--- src/rtl/inst_fetch_if_pkg.sv ---
// Shared types and constants for the instruction-fetch responder.
// Holds the fetch FSM state encoding and the architectural reset PC.
// No logic; imported by inst_fetch_if and ifetch_skid_buf.
package inst_fetch_if_pkg;

    typedef enum logic [2:0] {
        IDLE    = 3'd0,
        REQ     = 3'd1,
        WAIT    = 3'd2,
        HOLD    = 3'd3,
        DISCARD = 3'd4
    } ifetch_state_t;

    localparam logic [31:0] RESET_PC = 32'hbfc00000;
    localparam logic [31:0] NOP_INST = 32'h0;

endpackage

--- src/rtl/ifetch_skid_buf.sv ---
// Single-entry instruction/PC buffer that parks a response while ID is stalled.
// Latency: load visible on buf_vld/buf_dat/buf_pc the cycle after the load edge.
// Backpressure: none of its own; the owner FSM only loads when the entry is free.
// Ports: clk_i/rst_i (async active-high), load + wr_dat/wr_pc, clear,
//        buf_vld/buf_dat/buf_pc outputs.
module ifetch_skid_buf
    import inst_fetch_if_pkg::*;
(
    input  logic        clk_i,
    input  logic        rst_i,
    input  logic        load,
    input  logic        clear,
    input  logic [31:0] wr_dat,
    input  logic [31:0] wr_pc,
    output logic        buf_vld,
    output logic [31:0] buf_dat,
    output logic [31:0] buf_pc
);

    always_ff @(posedge clk_i or posedge rst_i) begin
        if (rst_i) begin
            buf_vld <= 1'b0;
            buf_dat <= NOP_INST;
            buf_pc  <= RESET_PC;
        end else if (clear) begin
            buf_vld <= 1'b0;
        end else if (load) begin
            buf_vld <= 1'b1;
            buf_dat <= wr_dat;
            buf_pc  <= wr_pc;
        end
    end

endmodule

--- src/rtl/inst_fetch_if.sv ---
// IF-stage fetch responder: one SRAM-like req/addr_ok/data_ok transaction per PC.
// Latency: zero-wait memory delivers in cycle 2 after sampling pc_i, outputs valid in cycle 3.
// Backpressure: stall_i holds the output registers (response parked in a skid buffer);
//               stall_o holds the PC register until the current PC is delivered.
// Ports: clk_i/rst_i, pc_i/ce_i from PC, flush_i/stall_i from pipeline control,
//        inst_req_o/inst_addr_o/inst_addr_ok_i/inst_data_ok_i/inst_rdata_i to memory,
//        inst_o/inst_pc_o/inst_valid_o/stall_o to IF/ID and PC.
// Optional: IFETCH_ADDR_CHECK_EN adds misaligned-PC detection and the inst_adel_o port.
module inst_fetch_if
    import inst_fetch_if_pkg::*;
#(
    parameter logic [31:0] RESET_ADDR = RESET_PC
) (
    input  logic        clk_i,
    input  logic        rst_i,
    input  logic [31:0] pc_i,
    input  logic        ce_i,
    input  logic        flush_i,
    input  logic        stall_i,
    output logic        inst_req_o,
    output logic [31:0] inst_addr_o,
    input  logic        inst_addr_ok_i,
    input  logic        inst_data_ok_i,
    input  logic [31:0] inst_rdata_i,
    output logic [31:0] inst_o,
    output logic [31:0] inst_pc_o,
    output logic        inst_valid_o,
    output logic        stall_o
`ifdef IFETCH_ADDR_CHECK_EN
    ,
    output logic        inst_adel_o
`endif
);

    ifetch_state_t state, state_nxt;
    logic          flush_pend, flush_pend_nxt;
    logic          can_out;
    logic          rsp_avail;
    logic          deliver;
    logic          addr_load;
    logic [31:0]   out_dat;
    logic [31:0]   out_pc;
    logic          buf_load;
    logic          buf_clear;
    logic          buf_vld;
    logic [31:0]   buf_dat;
    logic [31:0]   buf_pc;
`ifdef IFETCH_ADDR_CHECK_EN
    logic          adel_hit;
`endif

    assign can_out    = ~inst_valid_o | ~stall_i;
    assign inst_req_o = (state == REQ);
    assign stall_o    = ~deliver;

    always_comb begin
        state_nxt      = state;
        flush_pend_nxt = flush_pend;
        rsp_avail      = 1'b0;
        addr_load      = 1'b0;
        out_dat        = inst_rdata_i;
        out_pc         = inst_addr_o;
        buf_load       = 1'b0;
        buf_clear      = 1'b0;
`ifdef IFETCH_ADDR_CHECK_EN
        adel_hit       = 1'b0;
`endif
        case (state)
            IDLE: begin
                if (ce_i && !flush_i) begin
`ifdef IFETCH_ADDR_CHECK_EN
                    // A misaligned PC never reaches memory; it is answered
                    // locally with a NOP tagged as an address error.
                    if (pc_i[1:0] != 2'b00) begin
                        adel_hit  = 1'b1;
                        rsp_avail = 1'b1;
                        out_dat   = NOP_INST;
                        out_pc    = pc_i;
                    end else begin
                        state_nxt = REQ;
                        addr_load = 1'b1;
                    end
`else
                    state_nxt = REQ;
                    addr_load = 1'b1;
`endif
                end
            end
            REQ: begin
                // The request cannot be withdrawn, so a flush seen before
                // addr_ok is remembered and the response discarded later.
                if (inst_addr_ok_i) begin
                    state_nxt      = (flush_i || flush_pend) ? DISCARD : WAIT;
                    flush_pend_nxt = 1'b0;
                end else if (flush_i) begin
                    flush_pend_nxt = 1'b1;
                end
            end
            WAIT: begin
                if (inst_data_ok_i) begin
                    rsp_avail = 1'b1;
                    if (flush_i || can_out) begin
                        state_nxt = IDLE;
                    end else begin
                        state_nxt = HOLD;
                        buf_load  = 1'b1;
                    end
                end else if (flush_i) begin
                    state_nxt = DISCARD;
                end
            end
            HOLD: begin
                rsp_avail = buf_vld;
                out_dat   = buf_dat;
                out_pc    = buf_pc;
                if (flush_i || can_out) begin
                    state_nxt = IDLE;
                    buf_clear = 1'b1;
                end
            end
            DISCARD: begin
                if (inst_data_ok_i) begin
                    state_nxt = IDLE;
                end
            end
            default: begin
                state_nxt = IDLE;
            end
        endcase
        deliver = rsp_avail && can_out && !flush_i;
    end

    always_ff @(posedge clk_i or posedge rst_i) begin
        if (rst_i) begin
            state      <= IDLE;
            flush_pend <= 1'b0;
        end else begin
            state      <= state_nxt;
            flush_pend <= flush_pend_nxt;
        end
    end

    always_ff @(posedge clk_i or posedge rst_i) begin
        if (rst_i) begin
            inst_addr_o <= RESET_ADDR;
        end else if (addr_load) begin
            inst_addr_o <= pc_i;
        end
    end

    always_ff @(posedge clk_i or posedge rst_i) begin
        if (rst_i) begin
            inst_o       <= NOP_INST;
            inst_pc_o    <= RESET_ADDR;
            inst_valid_o <= 1'b0;
`ifdef IFETCH_ADDR_CHECK_EN
            inst_adel_o  <= 1'b0;
`endif
        end else if (deliver) begin
            inst_o       <= out_dat;
            inst_pc_o    <= out_pc;
            inst_valid_o <= 1'b1;
`ifdef IFETCH_ADDR_CHECK_EN
            inst_adel_o  <= adel_hit;
`endif
        end else if (!stall_i || flush_i) begin
            inst_valid_o <= 1'b0;
`ifdef IFETCH_ADDR_CHECK_EN
            inst_adel_o  <= 1'b0;
`endif
        end
    end

    ifetch_skid_buf u_skid_buf (
        .clk_i   (clk_i),
        .rst_i   (rst_i),
        .load    (buf_load),
        .clear   (buf_clear),
        .wr_dat  (inst_rdata_i),
        .wr_pc   (inst_addr_o),
        .buf_vld (buf_vld),
        .buf_dat (buf_dat),
        .buf_pc  (buf_pc)
    );

endmodule
--- config.mk ---
export PLATFORM = sky130hd
export DESIGN_NAME = inst_fetch_if
export DESIGN_NICKNAME = d
export VERILOG_FILES = /design/src/rtl/inst_fetch_if_pkg.sv /design/src/rtl/ifetch_skid_buf.sv /design/src/rtl/inst_fetch_if.sv
export SDC_FILE = /design/constraint.sdc
export NUM_CORES = 1
export LEC_CHECK = 0
export CAP_MARGIN = 40
export CORE_ASPECT_RATIO = 1.25
export CORE_MARGIN = 4
export CORE_UTILIZATION = 55
export CTS_CLUSTER_DIAMETER = 60
export DETAILED_ROUTE_END_ITERATION = 8
export DONT_BUFFER_PORTS = 1
export PLACE_DENSITY_LB_ADDON = 0.1
export SYNTH_ARGS = -nofsm -noshare
export SYNTH_HDL_FRONTEND = slang
export SYNTH_SLANG_ARGS = --single-unit
--- constraint.sdc ---
create_clock -name clk_i -period 7.36 [get_ports clk_i]
set_input_delay 0.368 -clock clk_i [delete_from_list [all_inputs] [get_ports clk_i]]
set_output_delay 0.368 -clock clk_i [all_outputs]
set_load 0.01 [all_outputs]
* Yosys cells after proc, flatten, opt, wreduce, memory -nomap -nowiden
Index checks and enable logic that the tools add are counted.
Storage, ports and cells: flip-flop bits (word level) 166, logic and storage cells 64
Operators by class: equal/unequal tests 9, muxes and demuxes 26, bitwise operators 5, reduce and logical (&&, ||, !) cells 15
Operators by type and width (count):
- two-way mux 32 bit | 2
- two-way mux 3 bit | 7
- case mux 3 bit (5 select lines) | 1
- two-way mux 1 bit | 14
- == test 3 x 2 -> 1 bit (second input constant) | 2
- inequality test 2 bit (second input constant) | 3
- nonzero test 2 bit | 3
- AND reduction 5 bit | 1
- inverter 1 bit | 4
- AND reduction 2 bit | 2
- == test 3 x 1 -> 1 bit (second input constant) | 1
- == test 3 bit (second input constant) | 1
- logical AND 1 bit | 3
- zero test 3 bit | 1
- logical OR 1 bit | 3
- inequality test 3 bit (second input constant) | 1
- zero test 1 bit | 2
- two-way mux 2 bit | 1
- inequality test 2 x 1 -> 1 bit (second input constant) | 1
- case mux 1 bit (2 select lines) | 1
- OR 1 bit | 1

* Logic depth before layout (Yosys ltp)
Gate-level depths: netlist of the first run.
depth after elaboration 8, mapped depth 6

* Modules after synthesis
Synthesis of the first run repeated with hierarchy kept, for this count alone.
Unflattened totals: cells, all modules 526, area, all modules 7247.0 µm²
Modules (own cells, without submodules):
- inst_fetch_if | times used 1, cells an instance 386, area an instance 4498.1 µm², seq. area each 2549.9 µm²
- ifetch_skid_buf | times used 1, cells an instance 140, area an instance 2748.9 µm², seq. area each 1637.8 µm²

* Worst setup path before layout of the first run
OpenSTA, ideal clock, no wires.
path type reg2out, start point register state[0], end point output stall_o, arrival 1.371 ns, data required time 6.992 ns, setup slack 5.621 ns, stages on the path, launching flop included 7, path buffers 3, cells stage by stage dfrtp_1 > buf_6 > nand2b_4 > a2111oi_4 > buf_6 > buf_12 > inv_1
On the way: word-level cells in the longest chain between the ends 5
RTL lines:
- start, declared | RTL line inst_fetch_if.sv:35 | ifetch_state_t state, state_nxt;
- start signal, assigned | RTL line inst_fetch_if.sv:138 | state <= state_nxt;
- == test 3 x 2 -> 1 bit | RTL line inst_fetch_if.sv:68 | case (state)
- case mux 1 bit (2 select lines) * | RTL line inst_fetch_if.sv:68
- logical AND 1 bit * (2 in series) | RTL line inst_fetch_if.sv:130 | deliver = rsp_avail && can_out && !flush_i;
- inverter 1 bit * | RTL line inst_fetch_if.sv:54 | assign stall_o = ~deliver;
- end, declared | RTL line inst_fetch_if.sv:28 | output logic stall_o
Mark *: on every way between the ends. The rest lies on a longest branch, timed or not.

* Worst setup path in the final report of the first run
Same ends and word-level chain as after synthesis.

==> reports/metrics.csv, run 1 <==
metric,value,unit
Synth area leaders,"dfrtp_1 47%, mux2_2 27%, dfstp_2 9.6%",
syn avg cell area,16.3,sq um
GR met2 Demand/Resource,27.6,%
MaxCap Viol Count,0,
final antenna-violating net count,0,
first-pass GRT wire length,21.5,mm
Critical Path AT,2260,ps
Placeable Area,13200,sq um
RSZ-0062 raised after global routing,false,
clock latency on the worst-skew pair,420,ps
CTS max path bufs,2,
Post-CTS Resized,0,
cells along the critical path,nand2_2 > a2111oi_4 > buf_4 > inv_1,
register area,4190,sq um
die area,15400,sq um
TNS Setup,0,ps
critical path startpoint category,flip-flop,
nets@finish,526,
"commonest non-fill, non-tap cell in the layout",mux2_2,
Max Fclk,380,MHz
CTS sink cnt,166,
Placer Congestion,0.719,
dominant cell type by area after synthesis,dfrtp_1,
class of the worst hold path,input pin to flip-flop,
Synth Area in Simple Gates,2.01,%
# setup viols final,0,
post-synthesis compound-gate area fraction,1.50,%
Detailed Place HPWL,9.04,mm
Synth Register Bits,166,
Final Core Density,61.1,%
met1 GRT Util,23.1,%
CTS tree,yes,
post-synthesis mux area share,36.1,%
min Tclk post-route,2630,ps
"commonest non-fill, non-tap cells in the layout","176 x mux2_2, 139 x dfrtp_1, 38 x mux2_4",
total power per unit cell area,378,nW/um^2
Layout fillers,998,
Cell variety after synth,34,
io pins,170,
"Slew Viols, Final",0,
CP top delay family,buffers and inverters,
CTS Buf Count,17,
die height,138,um
vias,3647,
Worst Setup End Kind,output port,
final period utilization,35.8,%
outcome,finished clean,
drt pass-1 iters,4,
Critical path buffers and inverters,2,
synthesized area,7410,sq um
All-Layer GR Usage,17.9,%
Final Hold Vio Count,0,
chip width,112,um
largest net degree at the start of global routing,82,
Area after DPL,7450,sq um
layout cells sized above 1,61.8,%
H-tree Lvls,4,
grt peak-use layer,met2,
Initial DRC Count,165,
Vias/cell,5.71,
ant diodes,0,
clock skew,8.77,ps
worst vdd ir,0.216,mV
sequential fraction of the synthesis area,56.5,%
Layout area overhead,9.19,%
WS Path Type,flip-flop to output port,
YS warnings,0,
clock slew at reported path FFs,60,ps
final instance area,8090,sq um
initial core utilization,56.0,%
CP required,6990,ps
aggregate routed wire length,13.6,mm
Slew HR,44.6,%
Global Route met3 Usage,6.99,%
largest family of logic cells by synthesized area,multiplexers,
row count,47,
P_leak,3.79,nW
grt total ovfl,0,
Mapped Nets,525,
XOR/XNOR share of the synthesized area,0,%
Multi-input gate area,2940,sq um
post-synth top area share,47.0,%
CP max-delay cell,dfrtp_1,
worst-margin pin slew,829,ps
"Largest stage delay, worst path",560,ps
CTS root buf,clkbuf_16,
WL per Instance,21.2,um
Worst Path Max Fanout,32,
adder-cell share of the synthesized area,0,%
vias in the first global route,3894,
Post-Syn Instances,454,
initial antenna violation count,0,
DRC Markers,0,
port bufs,0,
[path summary, 6_finish.rpt]
check / startpoint / to / slack, ps / cells after the start
min in group asynchronous: rst_i / inst_o[19]$_DFFE_PP0P_ / 590 / 2
setup reg to reg: state[0]$_DFFE_PP0P_ / u_skid_buf.buf_dat[20]$_DFFE_PP0P_ / 4830 / 4
setup / recovery: state[0]$_DFFE_PP0P_ / stall_o / 4730 / 4
max in group asynchronous: rst_i / inst_pc_o[26]$_DFFE_PP1P_ / 5490 / 4
hold / removal: inst_addr_ok_i / flush_pend$_DFFE_PP0P_ / 40 / 1
hold reg to reg: u_skid_buf.buf_dat[16]$_DFFE_PP0P_ / u_skid_buf.buf_dat[16]$_DFFE_PP0P_ / 500 / 1
[kinds of logic (layout without fill, tap and decap cells)]
group,after synthesis,after routing
buffers and inverters,29,43
AND/OR/NAND/NOR,20,20
flip-flops,166,166
AO/OA/AOI/OAI,14,14
multiplexers,225,225
[area by class of cell]
type / count / share of cell area (%)
multi-input combinational: 259 / 36.3
clock inverter: 12 / 2.15
timing repair buffer: 9 / 1.27
inverter: 2 / 0.155
clock buffer: 20 / 5.65
tap: 171 / 2.65
sequential: 166 / 51.8
[registers in the layout, summed over array words and instances, names as in the netlist]
| register | count |
|---|---|
| inst_addr_o | 32 |
| u_skid_buf.buf_vld | 1 |
| inst_valid_o | 1 |
| inst_o | 32 |
| flush_pend | 1 |
| u_skid_buf.buf_dat | 32 |
| u_skid_buf.buf_pc | 32 |
| inst_pc_o | 32 |
| state | 3 |
[stage by stage]
stage	power (mW)	instances	hold slack (ps)	worst slack, ps
2_1_floorplan	1.99	454	454	2550
3_3_place_gp	2.12	604	404	4890
3_5_place_dp	2.15	606	417	4820
4_1_cts	3.10	639	18.7	4680
5_1_grt	3.21	639	29.9	4570
6_report	3.05	639	36.8	4730
[per-layer routing]
metal | part of all wire, % | wire [um]
met4 | 1.5 | 208
met1 | 42 | 5650
met3 | 8.0 | 1080
met5 | 0 | 0
met2 | 49 | 6620
[what timing repair did]
action,CTS,global route
hold buffers,1,0
hold endpoints to repair,59,0
buffers inserted,0,0
[Yosys cell counts, drive strengths merged]
cell type  instances
clkbuf             2
or4b               1
nand2              7
buf               25
dfrtp            139
nand2b             2
nor2               2
nor3               1
mux2             225
a211o              1
and3b              1
a21boi             1
o21a               1
o21bai             1
inv                2
o32ai              1
and2               1
nor3b              2
o21ai              3
and4bb             1
nand3b             2
dfstp             27
o22ai              1
a2111oi            1
a21oi              3
a22oi              1
[worst register-to-register path, cell delays in order (launching register included)]
cell and delay, ps:
dfrtp_1 560, and4bb_2 300, nand2_2 570, buf_4 570, mux2_2 430
[power by group]
group | switching [mW] | internal, mW | leakage [nW]
combinational | 0.165 | 0.363 | 1.36
clock | 0.351 | 0.585 | 0.310
sequential | 0.375 | 1.22 | 2.12
total | 0.891 | 2.16 | 3.79
Note: power is estimated with default switching activity, not from simulation.
==> inputs of run 2 (changes only) <==
--- a/config.mk
+++ b/config.mk
@@ -5,6 +5,7 @@
 export SDC_FILE = /design/constraint.sdc
 export NUM_CORES = 1
 export LEC_CHECK = 0
+export ABC_AREA = 1
 export CAP_MARGIN = 40
 export CORE_ASPECT_RATIO = 1.25
 export CORE_MARGIN = 4
==> constraint.sdc (replaced) <==
create_clock -name clk_i -period 2.47 [get_ports clk_i]
set_input_delay 0.1235 -clock clk_i [delete_from_list [all_inputs] [get_ports clk_i]]
set_output_delay 0.1235 -clock clk_i [all_outputs]
set_load 0.01 [all_outputs]
==> run 2 against run 1 <==
  * Highest routed layer unchanged
  * Design area is 8.6% higher
  * Sequential cell count stayed put
  * Critical path type is now flip-flop to flip-flop
  * Utilization is 5.0 points higher
==> reports/metrics.csv, run 2 <==
metric,value,unit,change
Mapped Nets,963,,was 525
Post-synth EDFFs,0,,unchanged
Worst Path Max Fanout,67,,was 32
layout cells sized above 1,9.79,%,was 61.8%
total power per unit cell area,1090,nW/um^2,was 378 nW/um^2
Placer Congestion,0.767,,was 0.719
Slew HR,44.1,%,was 44.6%
ant diodes,0,,unchanged
aggregate routed wire length,17.8,mm,was 13.6 mm
clock latency on the worst-skew pair,420,ps,about the same
die area,15500,sq um,"was 15,400 sq um"
All-Layer GR Usage,23.5,%,was 17.9%
Initial DRC Count,390,,was 165
initial core utilization,56.2,%,was 56.0%
CTS Buf Count,17,,unchanged
final period utilization,82.8,%,
non-filler instance count after layout,1111,,was 639
Main synth FF type,dfrtp_1,,unchanged
Detailed Place HPWL,10.9,mm,was 9.04 mm
TNS Setup,0,ps,unchanged
Placed Cells,1013,,was 606
Total Power,9.53,mW,was 3.05 mW
Layout area overhead,17.6,%,was 9.19%
# setup viols final,0,,unchanged
CP required,2820,ps,was 6990 ps
YS warnings,0,,unchanged
Synth area leaders,"dfrtp_1 47%, nand2_1 15%, o21ai_0 10%",,"was dfrtp_1 47%, mux2_2 27%, dfstp_2 9.6%"
chip width,112,um,about the same
Worst Setup End Kind,flip-flop,,was output port
min Tclk post-route,2050,ps,
CTS sink cnt,166,,unchanged
Final Hold Vio Count,0,,unchanged
WS Path Type,flip-flop to flip-flop,,was flip-flop to output port
worst-margin pin slew,837,ps,was 829 ps
Post-synth top cells,"294 x nand2_1, 154 x o21ai_0, 139 x dfrtp_1",,"was 176 x mux2_2, 139 x dfrtp_1, 38 x mux2_4"
CTS tree,yes,,unchanged
Vias/cell,5.39,,was 5.71
dominant cell type by area after synthesis,dfrtp_1,,unchanged
Critical Path AT,2400,ps,was 2260 ps
worst vdd ir,0.579,mV,was 0.216 mV
vias in the first global route,5907,,"was 3,894"
largest net degree at the start of global routing,77,,was 82
grt total ovfl,0,,unchanged
CTS max path bufs,2,,unchanged
nets@finish,999,,was 526
io pins,170,,unchanged
MaxCap Viol Count,0,,unchanged
clock slew at reported path FFs,60,ps,about the same
Synth Register Bits,166,,unchanged
first-pass GRT wire length,30.0,mm,was 21.5 mm
WL per Instance,16.1,um,was 21.2 um
CTS root buf,clkbuf_16,,unchanged
outcome,finished clean,,unchanged
H-tree Lvls,4,,unchanged
vias,5983,,"was 3,647"
final antenna-violating net count,0,,unchanged
RSZ-0062 raised after global routing,false,,unchanged
"commonest non-fill, non-tap cell in the layout",nand2_1,,was mux2_2
Hold WS,22.1,ps,was 36.8 ps
P_leak,4.44,nW,was 3.79 nW
"Slew Viols, Final",0,,unchanged
Post-Syn Instances,892,,was 454
DRC Markers,0,,unchanged
Max Fclk,489,MHz,
asr flop ratio synth,100,%,unchanged
Layout fillers,1081,,was 998
class of the worst hold path,input pin to flip-flop,,unchanged
Cell variety after synth,22,,was 34
post-synth top area share,46.6,%,was 47.0%
synthesized area,7470,sq um,was 7410 sq um
Placeable Area,13300,sq um,"was 13,200 sq um"
most frequent cell after synthesis,nand2_1,,was mux2_2
port bufs,0,,unchanged
syn avg cell area,8.37,sq um,was 16.3 sq um
Final Core Density,66.1,%,was 61.1%
die height,138,um,about the same
row count,47,,unchanged
clock skew,9.71,ps,was 8.77 ps
"commonest non-fill, non-tap cells in the layout","293 x nand2_1, 154 x o21ai_0, 139 x dfrtp_1",,"was 176 x mux2_2, 139 x dfrtp_1, 38 x mux2_4"
sequential fraction of the synthesis area,56.1,%,was 56.5%
drt pass-1 iters,5,,was 4
initial antenna violation count,0,,unchanged
critical path startpoint category,flip-flop,,unchanged
[run 2: metal layers]
layer / track usage (%) / vias to the layer above / wire [um]
met1: 29.8 / 2844 / 7430
li1: - / 2925 / -
met3: 6.91 / 30 / 1200
met2: 38.4 / 184 / 8800
met4: 8.54 / 0 / 412
met5: 0 / - / 0
[run 2: final timing paths]
path                                                         from                                end  slack [ps]  cells after the start
min in group asynchronous                                   rst_i  u_skid_buf.buf_dat[8]$_DFFE_PP0P_         340                      2
worst min register to register  u_skid_buf.buf_pc[31]$_DFFE_PP1P_  u_skid_buf.buf_pc[31]$_DFFE_PP1P_         490                      2
worst min-delay path                               inst_data_ok_i               state[2]$_DFFE_PP0P_          20                      3
worst max-delay path                         state[2]$_DFFE_PP0P_           inst_pc_o[7]$_DFFE_PP0P_         420                      6
worst max register to register               state[2]$_DFFE_PP0P_           inst_pc_o[7]$_DFFE_PP0P_         420                      6
max in group asynchronous                                   rst_i          inst_pc_o[29]$_DFFE_PP1P_        1260                      3
[run 2: stage by stage]
| stage | setup slack (ps) | cell area [sq um] |
|---|---|---|
| after CTS | 435 | 8780 |
| after global placement | 587 | 7510 |
| after global routing | 234 | 8780 |
| after floorplan | 256 | 7470 |
| after detailed placement | 525 | 7510 |
| final | 424 | 8780 |
[run 2: cell type report]
class                           count  area [sq um]  area share [%]
Clock inverter                      9           118            1.34
Multi-Input combinational cell    558          2570            29.3
Inverter                          105           398            4.53
Timing Repair Buffer               80           806            9.18
Clock buffer                       22           484            5.51
Sequential cell                   166          4190            47.7
Tap cell                          171           214            2.44
[run 2: timing repair]
| action | in CTS | in global routing |
|---|---|---|
| gates resized for setup | 0 | 0 |
| hold buffers | 67 | 0 |
| buffers inserted | 0 | 0 |
| hold endpoints to repair | 118 | 0 |
[run 2: logic make-up after synthesis]
family          after synthesis  synth area share, %
compound gates              169                 11.4
buf+inv                     168                 9.90
flops                       166                 56.1
simple gates                389                 22.7
[run 2: power by group]
group	internal (mW)	switching, mW
logic	0.742	1.13
registers	3.72	1.27
clock network	1.60	1.07
[run 2: critical path, cell delays in order, from the launching register on]
cell     delay, ps
dfrtp_1        440
inv_2          160
nand3_4        300
buf_4          440
o21ai_0        320
nand4_1        160
nand2_1        140
